## config.mk

```make
export PLATFORM = sky130hd
export DESIGN_NAME = mmio_initiator
export DESIGN_NICKNAME = d
export VERILOG_FILES = /design/src/rtl/mmio_initiator.sv
export SDC_FILE = /design/constraint.sdc
export NUM_CORES = 1
export LEC_CHECK = 0
export BUFFER_PORTS_ARGS = -buffer_cell sky130_fd_sc_hd__buf_4
export CAP_MARGIN = 20
export CORE_AREA = 2 2 126 128
export CTS_BUF_LIST = sky130_fd_sc_hd__clkbuf_4 sky130_fd_sc_hd__clkbuf_8
export CTS_CLUSTER_DIAMETER = 100
export DETAILED_ROUTE_END_ITERATION = 10
export DIE_AREA = 0 0 128 130
export PLACE_DENSITY = 0.8
export SYNTH_ARGS = -nofsm -noshare
export SYNTH_HDL_FRONTEND = slang
export SYNTH_SLANG_ARGS = --single-unit
export TNS_END_PERCENT = 50
```

## constraint.sdc

```tcl
create_clock -name clk -period 3.6 [get_ports clk]
set_input_delay 1.08 -clock clk [delete_from_list [all_inputs] [get_ports clk]]
set_output_delay 1.08 -clock clk [all_outputs]
set_load 0.05 [all_outputs]
```

## src/rtl/mmio_initiator.sv

```systemverilog
// Host-side MMIO initiator: issues one-cycle MMIO write/read request pulses from a
// command stream and matches read responses by TID, with timeout and stray counting.
module mmio_initiator #(
    parameter int TIMEOUT_CYCLES = 64,
    parameter int TID_W          = 9
) (
    input  logic             clk,
    input  logic             rst_n,
    input  logic             cmd_valid,
    output logic             cmd_ready,
    input  logic             cmd_wr,
    input  logic [15:0]      cmd_addr,
    input  logic [63:0]      cmd_wdata,
    output logic             mmio_wr_valid,
    output logic             mmio_rd_valid,
    output logic [15:0]      mmio_addr,
    output logic [1:0]       mmio_len,
    output logic [TID_W-1:0] mmio_tid,
    output logic [63:0]      mmio_data,
    input  logic             rd_rsp_valid,
    input  logic [TID_W-1:0] rd_rsp_tid,
    input  logic [63:0]      rd_rsp_data,
    output logic             rsp_valid,
    input  logic             rsp_ready,
    output logic [63:0]      rsp_data,
    output logic             rsp_err,
    output logic [7:0]       stray_cnt
);

    // Handshakes (cmd_*, rsp_*) are valid/ready: a transfer happens on the clock edge
    // where both are high; the side holding valid keeps its payload stable until then.

    localparam int CNT_W = $clog2(TIMEOUT_CYCLES + 1);

    typedef enum logic [1:0] {IDLE, ISSUE, WAIT_RSP, RESP} state_t;

    state_t            state, state_d;
    logic [TID_W-1:0]  tid_q, tid_d;
    logic [CNT_W-1:0]  wait_cnt, wait_cnt_d;

    logic              cmd_ready_d, wr_valid_d, rd_valid_d;
    logic [15:0]       addr_d;
    logic [1:0]        len_d;
    logic [TID_W-1:0]  tid_out_d;
    logic [63:0]       data_d;
    logic              rsp_valid_d, rsp_err_d;
    logic [63:0]       rsp_data_d;
    logic [7:0]        stray_d;

    logic accept, rsp_match, timeout_hit;

    assign accept      = cmd_valid & cmd_ready;
    assign rsp_match   = rd_rsp_valid && (rd_rsp_tid == mmio_tid);
    assign timeout_hit = (wait_cnt == CNT_W'(TIMEOUT_CYCLES - 1));

    always_comb begin
        state_d     = state;
        tid_d       = tid_q;
        wait_cnt_d  = wait_cnt;
        wr_valid_d  = 1'b0;
        rd_valid_d  = 1'b0;
        addr_d      = mmio_addr;
        len_d       = mmio_len;
        tid_out_d   = mmio_tid;
        data_d      = mmio_data;
        rsp_valid_d = rsp_valid;
        rsp_data_d  = rsp_data;
        rsp_err_d   = rsp_err;
        stray_d     = stray_cnt;

        case (state)
            IDLE: begin
                if (accept) begin
                    if (cmd_addr[0]) begin
                        // Misaligned: reads fail locally, writes vanish; nothing reaches the bus.
                        if (!cmd_wr) begin
                            state_d     = RESP;
                            rsp_valid_d = 1'b1;
                            rsp_data_d  = '0;
                            rsp_err_d   = 1'b1;
                        end
                    end else begin
                        state_d    = ISSUE;
                        wr_valid_d = cmd_wr;
                        rd_valid_d = !cmd_wr;
                        addr_d     = cmd_addr;
                        len_d      = 2'b01;
                        tid_out_d  = tid_q;
                        data_d     = cmd_wr ? cmd_wdata : '0;
                    end
                end
            end
            ISSUE: begin
                if (mmio_rd_valid) begin
                    state_d    = WAIT_RSP;
                    wait_cnt_d = '0;
                    tid_d      = tid_q + TID_W'(1);
                end else begin
                    state_d = IDLE;
                end
            end
            WAIT_RSP: begin
                // A match on the timeout cycle still completes successfully.
                if (rsp_match) begin
                    state_d     = RESP;
                    rsp_valid_d = 1'b1;
                    rsp_data_d  = rd_rsp_data;
                    rsp_err_d   = 1'b0;
                end else if (timeout_hit) begin
                    state_d     = RESP;
                    rsp_valid_d = 1'b1;
                    rsp_data_d  = '0;
                    rsp_err_d   = 1'b1;
                end else begin
                    wait_cnt_d = wait_cnt + CNT_W'(1);
                end
            end
            RESP: begin
                if (rsp_ready) begin
                    state_d     = IDLE;
                    rsp_valid_d = 1'b0;
                end
            end
            default: state_d = IDLE;
        endcase

        if (rd_rsp_valid && !(state == WAIT_RSP && rsp_match) && stray_cnt != 8'hFF) begin
            stray_d = stray_cnt + 8'd1;
        end

        cmd_ready_d = (state_d == IDLE);
    end

    always_ff @(posedge clk or negedge rst_n) begin
        if (!rst_n) begin
            state         <= IDLE;
            tid_q         <= '0;
            wait_cnt      <= '0;
            cmd_ready     <= 1'b0;
            mmio_wr_valid <= 1'b0;
            mmio_rd_valid <= 1'b0;
            mmio_addr     <= '0;
            mmio_len      <= '0;
            mmio_tid      <= '0;
            mmio_data     <= '0;
            rsp_valid     <= 1'b0;
            rsp_data      <= '0;
            rsp_err       <= 1'b0;
            stray_cnt     <= '0;
        end else begin
            state         <= state_d;
            tid_q         <= tid_d;
            wait_cnt      <= wait_cnt_d;
            cmd_ready     <= cmd_ready_d;
            mmio_wr_valid <= wr_valid_d;
            mmio_rd_valid <= rd_valid_d;
            mmio_addr     <= addr_d;
            mmio_len      <= len_d;
            mmio_tid      <= tid_out_d;
            mmio_data     <= data_d;
            rsp_valid     <= rsp_valid_d;
            rsp_data      <= rsp_data_d;
            rsp_err       <= rsp_err_d;
            stray_cnt     <= stray_d;
        end
    end

endmodule

```

==> metrics.txt <==
Tmin final 2.78 ns; endpoints failing setup 0; clock insertion delay at the later pin of the skew report 0.44 ns; final cycle utilization of the critical path 0.773; number of vias after detailed routing 6063; number of global-route vias before repair 5816; crit path DAT 3.13 ns; aggregate routed wire length 19800 µm; timing endpoint of the critical path wait_cnt[3]; instance count along the most critical hold path 2; starting density of the core 0.468; highest ir drop seen on vdd 0.505 mV; cell with the biggest individual delay on the critical path sky130_fd_sc_hd__buf_4; worst setup slack for register-to-register paths 0.88 ns; kind of cell adding the most delay to the critical path buffers and inverters; launch point of the critical path rd_rsp_tid[3]; Die ar. 0.0166 mm²; max-slew headroom at the worst pin 0.489; count of buffer and inverter cells on the critical path 3; most common cell after layout, fill and taps aside sky130_fd_sc_hd__buf_4; mux share of post-synthesis cell area 0.00312; wire length of the first global-routing pass 30000 µm; RSZ-0062 raised after global routing false; num rows 46; Gate Count Post-Synth 670; final HPWL from detailed placement 13900 µm; endpoint of the lowest-slack register-to-register path rsp_data[12]; 1st-iter DRT viols 297; cell chain of the critical path buf_4, xnor2_1, nand4_1, nor4_4, buf_4, buf_4, o211ai_1, o31ai_1; post-synthesis share of cell area spent on and, or, nand and nor gates 0.192; Cell Pwr Density 754 mW/mm²; Final #Nets 1139; number of DRC violations after detailed routing 0; Sink Count 184; Maximum Capacitance Violations 0; clock tree from TritonCTS done; number of cells traversed by the worst register-to-register path 6; number of buffers inserted by port buffering 324; total standard cell area after synthesis 0.00722 mm²; number of unique standard cell types used by synthesis 39; category of the worst setup path launch point primary input; standard cell core area 0.0154 mm²; buffers inserted during post-CTS setup optimization 0; Placer Congestion 0.785; layout cells sized above 1 0.377; number of antenna cells inserted 0; vertical die dimension 130 µm; largest driver fanout on the critical path 47; Levels on crit path 8; portion of the post-synthesis area used by sequential elements 0.638; GRT Util Overall 0.230; top-level port count 327; final cell utilization of the core 0.664; H-tree levels 4; count of non-filler cells in the finished layout 1182; Worst path most repeated cell sky130_fd_sc_hd__buf_4; Avg Synthesized Cell Area 10.8 µm²; Synth Area in Compound Gates 0.101; Top FF cell, synth sky130_fd_sc_hd__dfrtp_1; XOR/XNOR share of the synthesized area 0.0291; area occupied by multi-input gates 0.00241 mm²; total of hold buffers inserted after clock tree synthesis 0; Clock Pin Slew Worst Setup and Hold Paths 0.09 ns; total CTS buffers 17; DRT Pass-1 Iters 4; synthesized-area fraction occupied by adder cells 0.00520; final hold slack 0.474 ns; Worst Setup Path Type primary input to flip-flop; path class of the lowest-slack min-delay path flip-flop to flip-flop; Reg2Reg Launch Point state[0]; antenna violations before repair 0; Die X 128 µm; Vias/cell 5.13; Gates resized, CTS repair 0; synthesis-to-finish area growth 41.9%; number of enable flip-flop cells after synthesis 0; transition time at the pin with the least slew margin 0.764 ns; CP endpoint kind flip-flop; Worst path max stage delay 0.50 ns; total of warnings raised by yosys 0; sum of internal, switching and leakage power 7.72 mW; highest achievable clock rate 359 MHz; required time at the worst-slack endpoint 3.95 ns; leakage power of the design 5.60 nW; share of synthesized registers carrying an async set or reset 1.00; Placed Cells 1150; Congestion Overflow GR 0; number of max-slew violations in the final report 0; per-cell routed wire length 16.7 µm; flip-flop and latch count after synthesis 184; dominant combinational cell family by area after synthesis simple AND/OR/NAND/NOR gates; pin count of the biggest net entering global routing 83; CTS Root Cell sky130_fd_sc_hd__clkbuf_8; Max Clock Skew 0.0125 ns; area taken by flip-flops and latches 0.00460 mm²; outcome finished, final reports clean; accumulated negative setup slack 0 ns; remaining antenna violation count 0; filler cell count in the final layout 1236; number of buffers between clock root and the deepest sink 2; most frequent cells in the layout 328 x sky130_fd_sc_hd__buf_4, 213 x sky130_fd_sc_hd__nand2_1, 184 x sky130_fd_sc_hd__dfrtp_1; final hold viol count 0
## per-stage QoR
step	setup slack, ns	cell area (µm²)
2_1_floorplan	1.18	7220
3_3_place_gp	0.428	9820
3_5_place_dp	0.358	9820
5_1_grt	0.648	10200
6_report	0.817	10200
4_1_cts	0.836	10200
## power by group
part,internal [mW],switching [mW]
clock network,0.682,0.747
registers,2.54,0.360
logic,0.979,2.41
total,4.20,3.52
## cell usage after synthesis, types with 2 or more instances
cell / count / area (µm²)
sky130_fd_sc_hd__clkbuf_1: 27 / 101
sky130_fd_sc_hd__buf_4: 6 / 45.0
sky130_fd_sc_hd__o211ai_1: 5 / 37.5
sky130_fd_sc_hd__ha_1: 3 / 37.5
sky130_fd_sc_hd__nor4_1: 4 / 25.0
sky130_fd_sc_hd__xnor2_1: 14 / 123
sky130_fd_sc_hd__nand2b_1: 3 / 18.8
sky130_fd_sc_hd__o21ai_1: 2 / 10.0
sky130_fd_sc_hd__xor2_1: 10 / 87.6
sky130_fd_sc_hd__nand2_1: 213 / 800
sky130_fd_sc_hd__inv_1: 3 / 11.3
sky130_fd_sc_hd__dfrtp_1: 184 / 4600
sky130_fd_sc_hd__buf_2: 13 / 65.1
sky130_fd_sc_hd__mux2_2: 2 / 22.5
sky130_fd_sc_hd__nand3_1: 73 / 365
sky130_fd_sc_hd__nor2_1: 11 / 41.3
sky130_fd_sc_hd__a22o_1: 65 / 569
sky130_fd_sc_hd__nor3_1: 2 / 10.0
sky130_fd_sc_hd__nand4_1: 7 / 43.8
sky130_fd_sc_hd__o31ai_1: 4 / 30.0
## metal layers
metal | up-vias | share of wire | GRT usage
met5 | - | 0 | 0
met4 | 0 | 0.020 | 0.0724
met3 | 25 | 0.078 | 0.0820
met2 | 248 | 0.49 | 0.374
met1 | 2903 | 0.41 | 0.291
li1 | 2887 | - | -
## sequential cells by signal, summed over array words and instances, names as in the netlist
name / flops
rsp_err: 1
mmio_wr_valid: 1
mmio_len: 1
mmio_addr: 15
mmio_data: 64
cmd_ready: 1
rsp_data: 64
mmio_rd_valid: 1
wait_cnt: 7
rsp_valid: 1
mmio_tid: 9
state: 2
tid_q: 9
stray_cnt: 8
## final cells by class
cell class,count,area share
Clock buffer,20,0.0269
Clock inverter,12,0.0136
Inverter,3,0.00110
Multi-Input combinational cell,438,0.236
Sequential cell,184,0.450
Tap cell,192,0.0235
Timing Repair Buffer,333,0.249
## worst min-delay path, stage by stage (launching register included)
cell and delay [ns]:
sky130_fd_sc_hd__dfrtp_1 0.35, sky130_fd_sc_hd__nand2_1 0.05, sky130_fd_sc_hd__nand2_1 0.05
## worst min path at each step
stage	from	endpoint	slack [ns]
after floorplan	tid_q[8]	tid_q[8]	0.45
after global placement	mmio_data[21]	mmio_data[21]	0.45
after detailed placement	mmio_data[10]	mmio_data[10]	0.46
after CTS	mmio_data[17]	mmio_data[17]	0.48
after global routing	mmio_data[17]	mmio_data[17]	0.50
final	mmio_data[11]	mmio_data[11]	0.47
## cell families after synthesis
kind of cell,count (synthesis)
AOI/OAI and AO/OA,86
xor gates and xnor gates,24
adders and majority gates,3
buffers and inverters,49
DFF,184
muxes,2
other,1
and+or+nand+nor,321
Power figures use the tool's default switching activity.
